$ cat src/rtl/tx_resp_packer.sv
// Packs 16-bit ALU results and 8-bit read data into single-byte TX FIFO writes,
// with one pending slot for back-to-back results and a sticky drop flag.
module tx_resp_packer #(
  parameter int unsigned DATA_WIDTH = 8,
  parameter int unsigned OUT_WIDTH  = 2 * DATA_WIDTH,
  parameter bit          MSB_FIRST  = 1'b0
) (
  input  logic                  CLK,
  input  logic                  RST,
  input  logic [OUT_WIDTH-1:0]  ALU_OUT,
  input  logic                  OUT_Valid,
  input  logic [DATA_WIDTH-1:0] RdData,
  input  logic                  RdData_Valid,
  input  logic                  FIFO_FULL,
  output logic [DATA_WIDTH-1:0] TX_P_DATA,
  output logic                  TX_D_VLD,
  output logic                  BUSY,
  output logic                  OVERFLOW
);

  typedef enum logic [1:0] {
    StIdle,
    StSendB0,
    StGap,
    StSendB1
  } state_e;

  state_e                state_q;
  logic                  act_alu_q;
  logic [OUT_WIDTH-1:0]  act_data_q;
  logic                  pend_vld_q;
  logic                  pend_alu_q;
  logic [OUT_WIDTH-1:0]  pend_data_q;
  logic [DATA_WIDTH-1:0] tx_data_q;
  logic                  tx_vld_q;
  logic                  overflow_q;

  logic                  any_req;
  logic                  both_req;
  logic [OUT_WIDTH-1:0]  rd_ext;
  logic [OUT_WIDTH-1:0]  arr_data;
  logic [DATA_WIDTH-1:0] act_lo;
  logic [DATA_WIDTH-1:0] act_hi;
  logic [DATA_WIDTH-1:0] first_byte;
  logic [DATA_WIDTH-1:0] second_byte;

  assign any_req  = OUT_Valid | RdData_Valid;
  assign both_req = OUT_Valid & RdData_Valid;
  assign rd_ext   = {{(OUT_WIDTH - DATA_WIDTH){1'b0}}, RdData};
  // When both sources fire, the ALU result wins whichever slot is free.
  assign arr_data = OUT_Valid ? ALU_OUT : rd_ext;

  assign act_lo      = act_data_q[DATA_WIDTH-1:0];
  assign act_hi      = act_data_q[OUT_WIDTH-1:DATA_WIDTH];
  assign first_byte  = (act_alu_q && MSB_FIRST) ? act_hi : act_lo;
  assign second_byte = MSB_FIRST ? act_lo : act_hi;

  always_ff @(posedge CLK or posedge RST) begin
    if (RST) begin
      state_q     <= StIdle;
      act_alu_q   <= 1'b0;
      act_data_q  <= '0;
      pend_vld_q  <= 1'b0;
      pend_alu_q  <= 1'b0;
      pend_data_q <= '0;
      tx_data_q   <= '0;
      tx_vld_q    <= 1'b0;
      overflow_q  <= 1'b0;
    end else begin
      tx_vld_q <= 1'b0;

      unique case (state_q)
        StIdle: begin
          if (pend_vld_q) begin
            // Pending request is promoted; a fresh arrival refills the slot.
            act_alu_q  <= pend_alu_q;
            act_data_q <= pend_data_q;
            state_q    <= StSendB0;
            pend_vld_q <= any_req;
            if (any_req) begin
              pend_alu_q  <= OUT_Valid;
              pend_data_q <= arr_data;
            end
            if (both_req) begin
              overflow_q <= 1'b1;
            end
          end else if (any_req) begin
            act_alu_q  <= OUT_Valid;
            act_data_q <= arr_data;
            state_q    <= StSendB0;
            if (both_req) begin
              pend_vld_q  <= 1'b1;
              pend_alu_q  <= 1'b0;
              pend_data_q <= rd_ext;
            end
          end
        end

        StSendB0: begin
          if (!FIFO_FULL) begin
            tx_vld_q  <= 1'b1;
            tx_data_q <= first_byte;
            state_q   <= act_alu_q ? StGap : StIdle;
          end
        end

        // Idle cycle so the FIFO full flag can reflect the previous push.
        StGap: state_q <= StSendB1;

        StSendB1: begin
          if (!FIFO_FULL) begin
            tx_vld_q  <= 1'b1;
            tx_data_q <= second_byte;
            state_q   <= StIdle;
          end
        end

        default: state_q <= StIdle;
      endcase

      if (state_q != StIdle && any_req) begin
        if (pend_vld_q || both_req) begin
          overflow_q <= 1'b1;
        end
        if (!pend_vld_q) begin
          pend_vld_q  <= 1'b1;
          pend_alu_q  <= OUT_Valid;
          pend_data_q <= arr_data;
        end
      end
    end
  end

  assign TX_P_DATA = tx_data_q;
  assign TX_D_VLD  = tx_vld_q;
  assign BUSY      = (state_q != StIdle) || pend_vld_q;
  assign OVERFLOW  = overflow_q;

endmodule

$ cat config.mk
export PLATFORM = sky130hd
export DESIGN_NAME = tx_resp_packer
export DESIGN_NICKNAME = d
export VERILOG_FILES = /design/src/rtl/tx_resp_packer.sv
export SDC_FILE = /design/constraint.sdc
export NUM_CORES = 1
export LEC_CHECK = 0
export ABC_AREA = 1
export BUFFER_PORTS_ARGS = -buffer_cell sky130_fd_sc_hd__buf_2
export CAP_MARGIN = 10
export CORE_MARGIN = 2
export CORE_UTILIZATION = 51
export CTS_CLUSTER_SIZE = 14
export DETAILED_ROUTE_END_ITERATION = 8
export GPL_TIMING_DRIVEN = 0
export PLACE_DENSITY_LB_ADDON = 0.15
export SLEW_MARGIN = 20
export SYNTH_ARGS = -nofsm -noshare
export SYNTH_HDL_FRONTEND = slang
export SYNTH_SLANG_ARGS = --single-unit
$ cat constraint.sdc
create_clock -name CLK -period 1.5 [get_ports CLK]
set_input_delay 0.15 -clock CLK [delete_from_list [all_inputs] [get_ports CLK]]
set_output_delay 0.15 -clock CLK [all_outputs]
set_load 0.005 [all_outputs]
==> flow_summary.ini, run 1 <==
[detailed_routing]
wl_per_cell_um = 13.6
ant_nets = 0
wl_um = 5760
drc = 0
via_per_inst = 5.46
drt-initial-drc-count = 155
dr.pass1.iters = 5
vias = 2308

[grt]
top_usage_layer = met2
antenna_found_initial = 0
met3_usage = 0.0389
track_usage = 0.237
overflow = 0
gr-usage-met2 = 0.379
met1_usage = 0.333
grt_start_max_net_pins = 26
grt_pass1_vias = 2149
grt_pass1_wl_um = 9760

[synthesis]
ys_warn_count = 0
synth-seq-cells = 47
synth_top_family_by_area = simple AND/OR/NAND/NOR gates
synth_compound_area_frac = 0.150
syn-instance-count = 316
seq_area_frac_synth = 0.493
async_flop_share = 1.00
synth_area_per_cell_um2 = 7.55
synth-main-ff-cell = dfrtp_1
synthMuxAreaShare = 0
yosys.cell_types.count = 25
synth-edff-count = 0
synthesis.area_mm2 = 0.00239
synth_xor_xnor_area_share = 0
synthAdderAreaFrac = 0
syn_nets = 345
synth-simple-area-share = 0.296

[final_layout]
diodes = 0
final_area_mm2 = 0.00291
drive_above_1_share = 0.229
syn_to_final_growth_pct = 22.0
postLayoutCoreUtil = 0.655
multiInputGateArea_mm2 = 0.00110
fin_nets = 399
seq_area_mm2 = 0.00118
n_fill_cell = 389

[placed_design]
dp_hpwl_um = 4310
gp_congestion = 0.897
placed_area_mm2 = 0.00268
portBuffers = 39

[power]
p_leak_nw = 1.45
p_per_area_mw_per_mm2 = 1580
ir_drop_v = 0.000584

[timing]
max_freq_mhz = 677
slew-limit-headroom = 0.638
fin_crit_ns = 1.48
clock_skew_ns = 0.00886
fin_crit_sh = 0.984
setup_viol_count_final = 0
rsz0062_at_grt = yes
final_hold_viol_count = 0
drv_slew = 0
tightest_slew_ns = 0.543

[cts]
cts.sinks = 47
cts_inserted_buffers = 5
clock_latency_ns = 0.30
cts_buffer_depth = 2
htreeDepth = 2
tritoncts = done
cts-root-buf = clkbuf_8
clk_pin_slew_ns = 0.09

[worst_setup_path]
worstPathMaxFanout = 9
crit_type = flip-flop to primary output
startpoint_type = flip-flop
required_ns = 1.35
arrival_ns = 1.33
endpoint_kind = primary output

[run]
max-cap-violations = 0

[hold_path]
hp-class = input pin to flip-flop

[floorplan]
num_rows = 24
io_pins = 40
initial_core_util = 0.537
core-area_mm2 = 0.00444
die-area_mm2 = 0.00524
die_y_um = 72.4
die_x_um = 72.4

[status]
outcome = finished, final reports clean
power by group:
| group | switching [mW] | internal [mW] | leakage [nW] |
|---|---|---|---|
| registers | 0.329 | 1.82 | 0.548 |
| clock network | 0.449 | 0.502 | 0.0548 |
| logic | 0.859 | 0.651 | 0.845 |
| total | 1.64 | 2.97 | 1.45 |
cell usage in the layout, fill, tap and decap left out, types with 2 or more instances in the layout:
cell	count
nand2_1	116
dfrtp_1	46
buf_2	43
o21ai_0	28
nor2_1	28
nand3_1	20
a31oi_1	19
inv_1	16
buf_4	8
a21oi_1	5
clkbuf_8	5
nor2_4	4
inv_2	4
buf_6	4
nor2_2	3
nand2_2	2
clkbuf_4	2
o22ai_1	2
metal layers:
| layer | part of all wire | vias to the layer above | wire [µm] |
|---|---|---|---|
| met5 | 0 | - | 0 |
| met4 | 0.015 | 0 | 85 |
| met3 | 0.076 | 9 | 440 |
| met2 | 0.46 | 108 | 2670 |
| met1 | 0.45 | 1044 | 2570 |
| li1 | - | 1147 | - |
per-stage QoR:
stage,worst slack [ns],TNS (ns),instances,power (mW),hold slack [ns]
global placement,-0.395,-18.50,407,3.52,0.405
finish,0.0236,0,423,4.61,0.105
CTS,-0.00907,-0.00907,417,4.54,0.0994
floorplan,0.234,0,316,3.11,0.291
detailed placement,-0.0145,-0.0191,408,3.58,0.225
global route,-0.0285,-0.0285,423,4.98,0.111
final timing paths:
| kind | cells after the start | start | endpoint | slack (ns) |
|---|---|---|---|---|
| worst min register to register | 1 | OVERFLOW$_DFF_PP0_ | OVERFLOW$_DFF_PP0_ | 0.47 |
| worst max register to register | 6 | state_q[0]$_DFFE_PP0P_ | pend_data_q[4]$_DFF_PP0_ | 0.10 |
| worst max-delay path | 4 | flip-flop | BUSY | 0.02 |
| worst min-delay path | 3 | ALU_OUT[8] | pend_data_q[8]$_DFF_PP0_ | 0.11 |
| min in group asynchronous | 3 | RST | act_data_q[6]$_DFFE_PP0P_ | 0.43 |
| max in group asynchronous | 4 | RST | asynchronous set/reset pin | 0.56 |
cells in the mapped netlist (2+ instances only):
| master | count | share of area |
|---|---|---|
| o21ai_0 | 28 | 0.059 |
| buf_2 | 10 | 0.021 |
| inv_1 | 19 | 0.030 |
| dfrtp_1 | 47 | 0.49 |
| o22ai_1 | 2 | 0.0052 |
| nor2_1 | 31 | 0.049 |
| nand3_1 | 20 | 0.042 |
| a21oi_1 | 5 | 0.010 |
| a31oi_1 | 19 | 0.050 |
| nor2_2 | 3 | 0.0079 |
| nand2_1 | 118 | 0.19 |
logic make-up (layout without fill, tap and decap cells):
group           after synthesis  count (layout)
compound gates               61              61
buf+inv                      33              88
flops                        47              47
simple gates                175             175
registers in the layout, indices dropped and copies added, names as in the netlist, named ones only:
name         flops
act_data_q      16
pend_data_q     16
TX_P_DATA        8
OVERFLOW         1
TX_D_VLD         1
act_alu_q        1
pend_alu_q       1
pend_vld_q       1
state_q          1
what timing repair did:
item | CTS | global route
endpoints found under the setup margin | 11 | 36
setup buffers | 0 | 6
pin swaps | 0 | 1
hold buffers | 1 | 0
hold endpoints to repair | 22 | 0
resized for setup | 8 | 14
final cells by class:
type	instances	share of cell area
Buffer	13	0.0339
Clock buffer	5	0.0236
Clock inverter	3	0.0159
Inverter	20	0.0258
Multi-Input combinational cell	236	0.379
Sequential cell	47	0.404
Tap cell	52	0.0223
Timing Repair Buffer	47	0.0954
worst max-delay path: stages (launching register included):
cell	delay, ns
dfrtp_2	0.46
nor2_4	0.23
buf_6	0.18
nand2_2	0.04
buf_2	0.12
Note: power is estimated with default switching activity, not from simulation.
==> run 2: changes to the inputs <==
- CORE_UTILIZATION: 51 -> 50
- HOLD_SLACK_MARGIN: default -> 0.1
- clock period: 1.5 -> 1.3 ns (I/O delays scaled with it)
==> flow_summary.ini, run 2 (same netlist as run 1, synthesis figures left out) <==
[status]
outcome = finished with violations
failed_checks = negative setup slack

[timing]
tightest_slew_ns = 0.595
whs_ns = 0.113
setup_ws_ns = -0.123
clock_skew_ns = 0.00516
max_freq_mhz = 703
slew-limit-headroom = 0.603
drv_slew = 0
fin_crit_ns = 1.42
final_hold_viol_count = 0
rsz0062_at_grt = yes
fin_crit_sh = 1.09
setup_viol_count_final = 29

[cts]
htreeDepth = 2
cts.sinks = 47
clock_latency_ns = 0.31
cts_inserted_buffers = 5
clk_pin_slew_ns = 0.09
cts_buffer_depth = 2
cts-root-buf = clkbuf_8
tritoncts = done

[power]
ir_drop_v = 0.000855
p_per_area_mw_per_mm2 = 1710
p_leak_nw = 1.62
finalPower_mw = 5.58

[grt]
overflow = 0
track_usage = 0.269
grt_pass1_vias = 2286
antenna_found_initial = 0
grt_start_max_net_pins = 27
grt_pass1_wl_um = 10900

[worst_setup_path]
startpoint_type = flip-flop
worstPathMaxFanout = 10
r2r_end = pend_alu_q$_DFF_PP0_
arrival_ns = 1.62
rrSetupSlack_ns = -0.12
crit_type = flip-flop to flip-flop
required_ns = 1.50
endpoint_kind = flip-flop
r2r-start = state_q[0]$_DFFE_PP0P_
reg2regPathDepth = 8

[final_layout]
drive_above_1_share = 0.313
n_fill_cell = 350
postLayoutCoreUtil = 0.700
diodes = 0
layout_common_cells = 111 x nand2_1, 45 x dfrtp_1, 41 x buf_2
fin_nets = 430
syn_to_final_growth_pct = 36.7
final_common_cell = nand2_1

[placed_design]
gp_congestion = 0.782
dp_slack_ns = -0.255
dp_hpwl_um = 4510
portBuffers = 39

[detailed_routing]
dr.pass1.iters = 4
ant_nets = 0
drt-initial-drc-count = 244
drc = 0
wl_per_cell_um = 15.9
vias = 2548
wl_um = 7230
via_per_inst = 5.59

[hold_path]
holdCritStartpoint = ALU_OUT[13]
hold_path_end = act_data_q[13]$_DFFE_PP0P_
hold_depth = 3
hp-class = input pin to flip-flop

[floorplan]
die_x_um = 73.1
io_pins = 40
die_y_um = 73.1
initial_core_util = 0.512
core-area_mm2 = 0.00466
num_rows = 25
die-area_mm2 = 0.00534

[run]
max-cap-violations = 0
-- run 2: cell count changes in the layout (fill, tap and decap cells not counted), sizes merged --
| cell | before | now |
|---|---|---|
| clkinv | 0 | 1 |
| inv | 21 | 20 |
| buf | 56 | 85 |
| bufinv | 1 | 0 |
| clkinvlp | 1 | 2 |
| clkbuf | 8 | 7 |
| dlygate4sd3 | 1 | 4 |
-- run 2: critical path: stages (launching register included) --
cell and delay (ns):
dfrtp_2 0.45, nor2_4 0.19, buf_12 0.14, nand3_4 0.09, buf_6 0.16, nand2_1 0.06
nand2_1 0.05, nand2_1 0.09, nand2_1 0.07
-- run 2: stage by stage --
| step | instances | instance area [µm²] | TNS, ns |
|---|---|---|---|
| 2_1_floorplan | 316 | 2390 | 0 |
| 3_5_place_dp | 410 | 2680 | -5.61 |
| 6_report | 456 | 3260 | -1.36 |
| 5_1_grt | 456 | 3260 | -3.32 |
| 3_3_place_gp | 409 | 2650 | -32.11 |
| 4_1_cts | 438 | 3020 | -1.12 |
-- run 2: routing by layer --
layer / vias to the layer above / track usage / routed length (µm)
li1: 1211 / - / -
met1: 1205 / 0.361 / 3120
met2: 111 / 0.440 / 3510
met3: 21 / 0.0511 / 426
met4: 0 / 0.0823 / 172
met5: - / 0 / 0
-- run 2: repair_timing --
item,CTS,global route
resized for setup,28,32
setup endpoints to repair,46,46
pin swaps,2,7
hold endpoints to repair,28,0
hold buffers,4,0
cloned,2,0
buffers inserted,14,18
-- run 2: power breakdown --
group          internal (mW)  leakage, nW  switching [mW]  total (mW)
Combinational          0.986         1.03            1.18        2.17
Sequential              2.10        0.547           0.411        2.51
Clock                  0.375       0.0402           0.529       0.904
Total                   3.46         1.62            2.12        5.58
-- run 2: final cells by class --
cell class,instances,area [µm²],area share
Tap cell,54,67.6,0.0207
Timing Repair Buffer,78,567,0.174
Multi-Input combinational cell,236,1150,0.353
Inverter,20,77.6,0.0238
Clock inverter,3,20.0,0.00613
Buffer,13,134,0.0410
Sequential cell,47,1180,0.361
Clock buffer,5,68.8,0.0211
-- run 2: worst max path at each step --
| stage | startpoint | to | slack (ns) |
|---|---|---|---|
| final | state_q[0]$_DFFE_PP0P_ | pend_alu_q$_DFF_PP0_ | -0.12 |
| after floorplan | RST | OVERFLOW$_DFF_PP0_ | 0.05 |
| after CTS | flip-flop | BUSY | -0.11 |
| after detailed placement | flip-flop | pend_data_q[9]$_DFF_PP0_ | -0.25 |
| after global placement | RST | pend_data_q[10]$_DFF_PP0_ | -0.58 |
| after global routing | state_q[0]$_DFFE_PP0P_ | pend_data_q[7]$_DFF_PP0_ | -0.18 |
==> run 3: changes to the inputs <==
- CTS_BUF_LIST: default -> sky130_fd_sc_hd__clkbuf_16
==> flow_summary.ini, run 3 (same netlist as run 1, synthesis figures left out) <==
[status]
outcome = finished with violations
failed_checks = negative setup slack

[floorplan]
num_rows = 25
initial_core_util = 0.512
die_y_um = 73.1
core-area_mm2 = 0.00466
die-area_mm2 = 0.00534
io_pins = 40
die_x_um = 73.1

[final_layout]
final_area_mm2 = 0.00339
fin_nets = 425
syn_to_final_growth_pct = 41.9
diodes = 0
final_common_cell = nand2_1
drive_above_1_share = 0.363
seq_area_mm2 = 0.00118
n_fill_cell = 342
layout_common_cells = 104 x nand2_1, 45 x dfrtp_1, 43 x buf_2
multiInputGateArea_mm2 = 0.00124

[detailed_routing]
drt-initial-drc-count = 207
dr.pass1.iters = 4
wl_um = 7450
ant_nets = 0
wl_per_cell_um = 16.5
via_per_inst = 5.67
vias = 2557
drc = 0

[worst_setup_path]
r2r_end = pend_data_q[1]$_DFF_PP0_
worstPathMaxFanout = 8
rrSetupSlack_ns = -0.05
arrival_ns = 1.53
reg2regPathDepth = 7
r2r-start = state_q[0]$_DFFE_PP0P_
endpoint_kind = flip-flop
crit_type = flip-flop to flip-flop
cp-startpoint = state_q[0]$_DFFE_PP0P_
startpoint_type = flip-flop
endpoint = pend_data_q[1]$_DFF_PP0_
required_ns = 1.48

[cts]
cts.sinks = 47
htreeDepth = 2
tritoncts = done
cts-root-buf = clkbuf_16
clk_pin_slew_ns = 0.07
cts_buffer_depth = 2
cts_inserted_buffers = 5
clock_latency_ns = 0.29

[power]
p_leak_nw = 1.65
ir_drop_v = 0.000845
p_per_area_mw_per_mm2 = 1820

[placed_design]
dp_hpwl_um = 4510
dp_slack_ns = -0.255
portBuffers = 39
gp_congestion = 0.782
placed_area_mm2 = 0.00268

[timing]
max_freq_mhz = 743
slew-limit-headroom = 0.603
fin_crit_ns = 1.35
setup_ws_ns = -0.0458
final_hold_viol_count = 0
setup_viol_count_final = 24
tightest_slew_ns = 0.594
clock_skew_ns = 0.00405
fin_crit_sh = 1.04
rsz0062_at_grt = yes
drv_slew = 0

[hold_path]
holdCritStartpoint = ALU_OUT[9]
hp-class = input pin to flip-flop
hold_depth = 3

[grt]
grt_pass1_vias = 2342
track_usage = 0.278
antenna_found_initial = 0
grt_start_max_net_pins = 27
overflow = 0
grt_pass1_wl_um = 11200

[run]
max-cap-violations = 0
[run 3: layout make-up]
cell class,count,area share
buffer,13,0.0436
clock buffer,5,0.0369
clock inverter,3,0.00591
inverter,20,0.0229
multi-input combinational,236,0.367
sequential,47,0.348
tap,54,0.0199
timing repair buffer,73,0.156
[run 3: how the worst min path moves through the flow]
stage	slack, ns	end
after floorplan	0.27	pend_data_q[14]$_DFF_PP0_
after global placement	0.38	pend_data_q[8]$_DFF_PP0_
after detailed placement	0.22	pend_data_q[6]$_DFF_PP0_
after CTS	0.11	act_data_q[9]$_DFFE_PP0P_
after global routing	0.12	act_data_q[9]$_DFFE_PP0P_
final	0.11	act_data_q[9]$_DFFE_PP0P_
[run 3: layer usage]
metal / wire length, µm / global-route usage
met4: 216 / 0.130
met5: 0 / 0
met1: 3030 / 0.371
met2: 3680 / 0.437
met3: 527 / 0.0525
[run 3: worst max-delay path, cell delays in order (launching register included)]
cell and delay, ns:
dfrtp_2 0.44, nor2_4 0.17, buf_12 0.14, nor2_4 0.05, nand2_4 0.18, o21ai_4 0.12
nand2_1 0.09, nand2_1 0.06
[run 3: timing repair]
action                                  4_1_cts  5_1_grt
endpoints found under the setup margin       46       45
gates resized for setup                      51       49
pin swaps                                     7       12
hold endpoints to repair                     26        0
setup buffers                                18        9
hold buffers                                  2        0
cloned                                        3        1
[run 3: report_power, final]
part | internal [mW] | leakage [nW] | total, mW | switching (mW)
Combinational | 1.07 | 1.03 | 2.30 | 1.23
Sequential | 2.10 | 0.547 | 2.59 | 0.487
Clock | 0.709 | 0.0658 | 1.28 | 0.568
Total | 3.88 | 1.65 | 6.16 | 2.28
[run 3: metrics by stage]
stage          utilization  hold slack (ns)  TNS, ns  power (mW)  instances
6_report             0.727            0.108   -0.538        6.16        451
5_1_grt              0.727            0.116    -2.31        6.53        451
4_1_cts              0.679            0.107  -0.0831        5.74        441
3_5_place_dp         0.574            0.220    -5.61        4.17        410
3_3_place_gp         0.569            0.385   -32.11        4.07        409
2_1_floorplan            -            0.271        0        3.59        316
